<file path="src/rtl/ula_arbiter.sv">
// Round-robin front end that shares one ALU between two requesters and
// returns each result, tagged with the requester id, on a single response channel.
module ula_arbiter #(
  parameter int ULA_LAT = 2,
  parameter int W       = 8
) (
  input  logic         clk,
  input  logic         rst,
  input  logic [1:0]   req_valid,
  output logic [1:0]   req_ready,
  input  logic [2:0]   req_op0,
  input  logic [2:0]   req_op1,
  input  logic         req_shift0,
  input  logic         req_shift1,
  input  logic [W-1:0] req_a0,
  input  logic [W-1:0] req_b0,
  input  logic [W-1:0] req_a1,
  input  logic [W-1:0] req_b1,
  output logic         rsp_valid,
  input  logic         rsp_ready,
  output logic         rsp_id,
  output logic [W-1:0] rsp_data,
  output logic         rsp_flag,
  output logic [2:0]   ula_ctrl,
  output logic         ula_des,
  output logic [W-1:0] ula_a,
  output logic [W-1:0] ula_b,
  input  logic [W-1:0] ula_c,
  input  logic         ula_flag
);
  localparam int CW = (ULA_LAT < 1) ? 1 : $clog2(ULA_LAT + 1);

  typedef enum logic [1:0] {IDLE, BUSY, RESP} state_t;

  state_t        r_state;
  logic          r_ptr;
  logic          r_id;
  logic [CW-1:0] r_cnt;
  logic [1:0]    w_grant;
  logic          w_gid;

  // A lone requester always wins; on a tie the pointer picks.
  always_comb begin
    w_grant = req_valid;
    if (req_valid == 2'b11) w_grant = r_ptr ? 2'b10 : 2'b01;
  end

  assign w_gid     = w_grant[1];
  assign req_ready = (r_state == IDLE && !rst) ? w_grant : 2'b00;

  always_ff @(posedge clk) begin
    if (rst) begin
      r_state   <= IDLE;
      r_ptr     <= 1'b0;
      r_id      <= 1'b0;
      r_cnt     <= '0;
      rsp_valid <= 1'b0;
      rsp_id    <= 1'b0;
      rsp_data  <= '0;
      rsp_flag  <= 1'b0;
      ula_ctrl  <= 3'b000;
      ula_des   <= 1'b0;
      ula_a     <= '0;
      ula_b     <= '0;
    end else begin
      case (r_state)
        IDLE: begin
          if (|req_ready) begin
            ula_ctrl <= w_gid ? req_op1    : req_op0;
            ula_des  <= w_gid ? req_shift1 : req_shift0;
            ula_a    <= w_gid ? req_a1     : req_a0;
            ula_b    <= w_gid ? req_b1     : req_b0;
            r_id     <= w_gid;
            r_ptr    <= ~w_gid;
            r_cnt    <= CW'(ULA_LAT);
            r_state  <= BUSY;
          end
        end
        BUSY: begin
          // Operands have been stable ULA_LAT cycles: the ALU output is final.
          if (r_cnt == '0) begin
            rsp_data  <= ula_c;
            rsp_flag  <= ula_flag;
            rsp_id    <= r_id;
            rsp_valid <= 1'b1;
            r_state   <= RESP;
          end else begin
            r_cnt <= r_cnt - CW'(1);
          end
        end
        RESP: begin
          if (rsp_ready) begin
            rsp_valid <= 1'b0;
            r_state   <= IDLE;
          end
        end
        default: r_state <= IDLE;
      endcase
    end
  end
endmodule

</file>
<file path="config.mk">
export PLATFORM = sky130hd
export DESIGN_NAME = ula_arbiter
export DESIGN_NICKNAME = d
export VERILOG_FILES = /design/src/rtl/ula_arbiter.sv
export SDC_FILE = /design/constraint.sdc
export NUM_CORES = 1
export LEC_CHECK = 0
export BUFFER_PORTS_ARGS = -buffer_cell sky130_fd_sc_hd__buf_2
export CAP_MARGIN = 20
export CORE_UTILIZATION = 46
export CTS_BUF_LIST = sky130_fd_sc_hd__clkbuf_8
export DETAILED_ROUTE_END_ITERATION = 12
export HOLD_SLACK_MARGIN = 0.05
export PLACE_DENSITY = 0.86
export SYNTH_ARGS = -nofsm -noshare
export SYNTH_HDL_FRONTEND = slang
export SYNTH_SLANG_ARGS = --single-unit
export TNS_END_PERCENT = 10
</file>
<file path="constraint.sdc">
create_clock -name clk -period 1.65 [get_ports clk]
set_clock_uncertainty 0.05 [all_clocks]
set_input_delay 0.0825 -clock clk [delete_from_list [all_inputs] [get_ports clk]]
set_output_delay 0.0825 -clock clk [all_outputs]
set_load 0.005 [all_outputs]
</file>
==> results of run 1 <==
[kinds of logic after synthesis]
group,after synthesis,share of synthesized area [%]
muxes,10,6.09
buffers and inverters,19,5.78
and+or+nand+nor,79,30.3
AOI/OAI and AO/OA,31,12.0
DFF,37,45.1
adders and majority gates,1,0.761
[critical path, delay by kind of cell (launching register included)]
kind | cells | cell delay, ps
simple gates | 3 | 770
flops | 1 | 370
buf+inv | 1 | 130
[cell type report]
class / count / share of cell area, %
Clock buffer: 5 / 2.89
Multi-Input combinational cell: 121 / 34.4
Inverter: 2 / 0.315
Clock inverter: 3 / 0.578
Sequential cell: 37 / 31.3
Timing Repair Buffer: 113 / 28.1
Tap cell: 46 / 2.42
[where the power goes]
group | switching [W] | internal [W]
clock | 0.000304 | 0.000286
sequential | 0.0000631 | 0.00100
combinational | 0.000328 | 0.000345
[state kept, by name (all words and copies together) (netlist names), 2 cells and up]
| register | cells |
|---|---|
| rsp_data | 8 |
| ula_a | 8 |
| ula_b | 8 |
| ula_ctrl | 3 |
| r_cnt | 2 |
| r_state | 2 |
[cells in the final DEF, fill, tap and decap left out, drive strengths merged]
master and n:
a211o 1, a21bo 1, a21oi 21, a221o 4, a221oi 1, a22o 1
a22oi 1, and2b 1, buf 99, clkbuf 5, clkinv 2, dfxtp 37
dlygate4sd3 14, ha 1, inv 3, mux2i 10, nand2 2, nand3b 1
nor2 16, nor2b 1, nor3 16, nor3b 18, nor4 16, nor4b 4
o21ai 1, or2 2, or3b 2
[how the worst min path moves through the flow]
stage,endpoint,depth (start not counted)
3_5_place_dp,ula_des,2
3_3_place_gp,rsp_data[3],3
6_report,ula_a[6],3
5_1_grt,ula_b[0],3
4_1_cts,ula_a[6],3
2_1_floorplan,req_ready[0],1
[per-layer routing]
metal  GRT usage [%]  wire length [um]  up-vias
li1                -                 -      859
met1            29.6              1950      828
met2            42.4              2200       67
met3            6.00               265        8
met4            8.25                54        0
met5               0                 0        -
[repair_timing]
action / 4_1_cts / 5_1_grt
endpoints found under the hold margin: 15 / 0
endpoints found under the setup margin: 2 / 2
hold buffers: 14 / 0
resized for setup: 2 / 3
pin swaps: 1 / 2
buffers inserted: 1 / 3
[stage by stage]
step	setup TNS, ps	cell area, um2	setup WS [ps]	power [W]
after global placement	0	2110	203	0.00168
after floorplan	0	1640	303	0.00145
final	-36.0	2380	-36.0	0.00233
after detailed placement	0	2110	171	0.00169
after global routing	-83.9	2380	-81.8	0.00248
after CTS	0	2340	3.46	0.00231
==> impl_metrics.ini, run 1 <==
[critical_path]
crit_path_max_fanout = 8
r2r_end = ula_b[0]
critPathArrivalTime_ps = 1550
reg2reg_from = r_state[1]
path_cells = or3b_4, or2_4, nor2_2, buf_2
critPathLaunch = r_state[1]
r2r_cells = 5
critPathLaunchType = flip-flop
r2r_slack_ps = 90
cpPeakStageDelay_ps = 410
critPathCapture = req_ready[1]
crit_type = flip-flop to output port
cp_slowest_cell = or3b_4
endpoint_kind = output port
cp.required_ps = 1520

[status]
status = complete, but fails checks
violations = setup timing

[placed_design]
portBuffers = 86
dp_cells = 301
dpl.hpwl_um = 3020
gp_routability_congestion = 0.690

[finish]
final_core_utilization_pct = 70.2
syn_to_final_growth_pct = 44.7
diodes = 0
multi_input_area_um2 = 820
stdcell_count = 327
fill_cells = 278
seqCellArea_um2 = 744
drive_gt1_share_pct = 42.0
nets = 335

[sta]
final_max_slew_viol_count = 0
fin_hold_ws_ps = 58.3
hold_viol_final = 0
period_needed_ps = 1690
fin_crit_sh_pct = 102
relSlewSlack_pct = 71.9
worst_pin_slew_ps = 420
setup_ws_ps = -36.0
rsz0062_at_grt = yes
setup_viol = 1
timing.fmax_mhz = 593

[synthesis]
syn_avg_cell_area_um2 = 9.29
synthTopCellsByCount = dfxtp_1, a21oi_1, nor3b_1
synth.most_common_cell = dfxtp_1
synthArstFlopShare_pct = 0
yosys_warnings = 0
synth_top_flop_cell = dfxtp_1
syn_area_um2 = 1640
seq_area_frac_synth_pct = 45.1
synth_nets = 232
ys_types = 33
synth-edff-count = 0
ys_top_cells_by_area = dfxtp_1, nor3b_1, a21oi_1
ys_ff_latch = 37
netlist.area_leader.share_pct = 45.1
synth_area_leader_cell = dfxtp_1
syn_inst = 177

[clock_network]
htreeDepth = 2
cts_buffers = 5
clk_pin_slew_ps = 70
clock_path_buffers = 2
cts.sinks = 37
cts_tree = done
clk_latency_ps = 280
root_buffer = clkbuf_8

[grt]
antenna_found_initial = 0
overflow = 0
grt_pass1_wl_um = 6820
grt_usage_pct = 24.5
grt_pass1_vias = 1597
grt_max_degree = 21

[floorplan]
fp.dieH_um = 61.8
core-area_um2 = 3390
ios = 87
start_util_pct = 48.5
num_rows = 21
die_w_um = 61.8
dieArea_um2 = 3820

[drt]
wire_per_inst_um = 13.7
firstDrtPassIters = 4
ant_nets = 0
vias = 1762
drc = 0
via_per_inst = 5.39
drtIter0Drc = 86
routed_wl_um = 4470

[power]
power.density_nw_per_um2 = 980
ir_worst_vdd_mv = 0.576
leakagePower_nw = 1.13

[min_path]
hold_path_class = primary input to flip-flop
hp-start = req_a0[6]

[run]
max-cap-violations = 0
No activity file was read; power rests on OpenSTA's default activity.
==> run 2, diff against run 1 <==
--- a/config.mk
+++ b/config.mk
@@ -11,7 +11,9 @@
 export CTS_BUF_LIST = sky130_fd_sc_hd__clkbuf_8
 export DETAILED_ROUTE_END_ITERATION = 12
 export HOLD_SLACK_MARGIN = 0.05
+export MAX_ROUTING_LAYER = met4
 export PLACE_DENSITY = 0.86
+export SKIP_CTS_REPAIR_TIMING = 1
 export SYNTH_ARGS = -nofsm -noshare
 export SYNTH_HDL_FRONTEND = slang
 export SYNTH_SLANG_ARGS = --single-unit
==> run 2 against run 1 <==
The run still ends with setup timing left. Power increased by 0.24%. Critical endpoint unchanged. Cell area up 0.63%. Worst hold slack hardly changed. Die area stayed put. Sequential cell count unchanged. Critical path depth stayed put. First-iteration DRC count shrank 27%. Global-route usage down 0.41 points. Combinational power barely moved.
==> impl_metrics.ini, run 2 (same netlist as run 1, synthesis figures left out) <==
[drt]
ant_nets = 0
via_per_inst = 5.35
vias = 1759
drc = 0
drtIter0Drc = 63
routed_wl_um = 4420
wire_per_inst_um = 13.4
firstDrtPassIters = 4

[placed_design]
portBuffers = 86
gp_routability_congestion = 0.697
dpl.hpwl_um = 3020

[sta]
relSlewSlack_pct = 72.7
fin_crit_sh_pct = 102
timing.fmax_mhz = 593
setup_ws_ps = -35.2
rsz0062_at_grt = yes
period_needed_ps = 1690
worst_pin_slew_ps = 408
setup_tns_ps = -35.2
hold_viol_final = 0
setup_viol = 1
final_max_slew_viol_count = 0

[clock_network]
clock_path_buffers = 2
clk_latency_ps = 280
cts.sinks = 37
cts_buffers = 5
clk_pin_slew_ps = 70
root_buffer = clkbuf_8
htreeDepth = 2
cts_tree = done

[critical_path]
crit_buf_inv = 1
cp.required_ps = 1520
crit_type = flip-flop to output port
cpPeakStageDelay_ps = 440
endpoint_kind = output port
critPathArrivalTime_ps = 1550
critPathLaunchType = flip-flop
critical-path-top-delay-family = simple AND/OR/NAND/NOR gates
path_cells = or3b_4, or2_4, nor2_2, buf_2
cp_slowest_cell = or3b_4
crit_path_max_fanout = 8

[power]
ir_worst_vdd_mv = 0.576
leakagePower_nw = 1.14
power.density_nw_per_um2 = 976

[finish]
syn_to_final_growth_pct = 45.7
drive_gt1_share_pct = 42.4
nets = 337
layout_commonest_cell = buf_2
diodes = 0
final_core_utilization_pct = 70.7
reg_top3 = rsp_data: 8 flops, ula_a: 8 flops, ula_b: 8 flops
final_cell_mix = buf_2, dfxtp_1, a21oi_1

[status]
status = complete, but fails checks
violations = setup timing

[floorplan]
start_util_pct = 48.5
die_w_um = 61.8
dieArea_um2 = 3820
fp.dieH_um = 61.8
ios = 87
num_rows = 21
core-area_um2 = 3390

[grt]
antenna_found_initial = 0
grt_max_degree = 21
grt_pass1_vias = 1532
grt_pass1_wl_um = 6510
grt_usage_pct = 24.0
overflow = 0

[run]
max-cap-violations = 0

[min_path]
hold_path_class = primary input to flip-flop
## run 2: metal layers
metal	global-route usage (%)	up-vias	routed length, um
li1	-	865	-
met1	28.7	831	1990
met2	40.1	57	2200
met3	5.18	6	182
met4	8.25	0	53
met5	-	-	0
## run 2: area by class of cell
cell class	instances	area, um2
clock buffer	5	68.8
clock inverter	3	13.8
fill	276	995
inverter	2	7.51
multi-input combinational	121	820
sequential	37	744
tap	46	57.6
timing repair buffer	115	683
## run 2: final timing paths
kind | slack, ps | to | cells after the start | from
worst min-delay path | 60 | ula_a[6] | 3 | req_a0[6]
worst max register to register | 100 | ula_b[7] | 4 | r_state[1]
worst min register to register | 440 | r_cnt[1] | 2 | r_cnt[1]
worst max-delay path | -40 | req_ready[1] | 4 | r_state[1]
## run 2: through the flow
step / instance area [um2] / power (W) / hold WS, ps / cells / worst slack (ps)
2_1_floorplan: 1640 / 0.00145 / 145 / 177 / 303
5_1_grt: 2390 / 0.00248 / 69.6 / 329 / -82.7
3_3_place_gp: 2110 / 0.00168 / 263 / 301 / 203
6_report: 2390 / 0.00234 / 58.7 / 329 / -35.2
4_1_cts: 2190 / 0.00227 / -32.8 / 309 / -119
3_5_place_dp: 2110 / 0.00169 / 264 / 301 / 171
## run 2: report_power, final
| group | total (W) | internal [W] | switching (W) |
|---|---|---|---|
| sequential | 0.00107 | 0.00100 | 0.0000635 |
| combinational | 0.000675 | 0.000347 | 0.000328 |
| clock | 0.000594 | 0.000286 | 0.000308 |
## run 2: worst register-to-register path: stages (launching register included)
cell and delay [ps]:
dfxtp_4 370, or3b_4 440, buf_4 160, nor4b_1 310, a221o_1 160
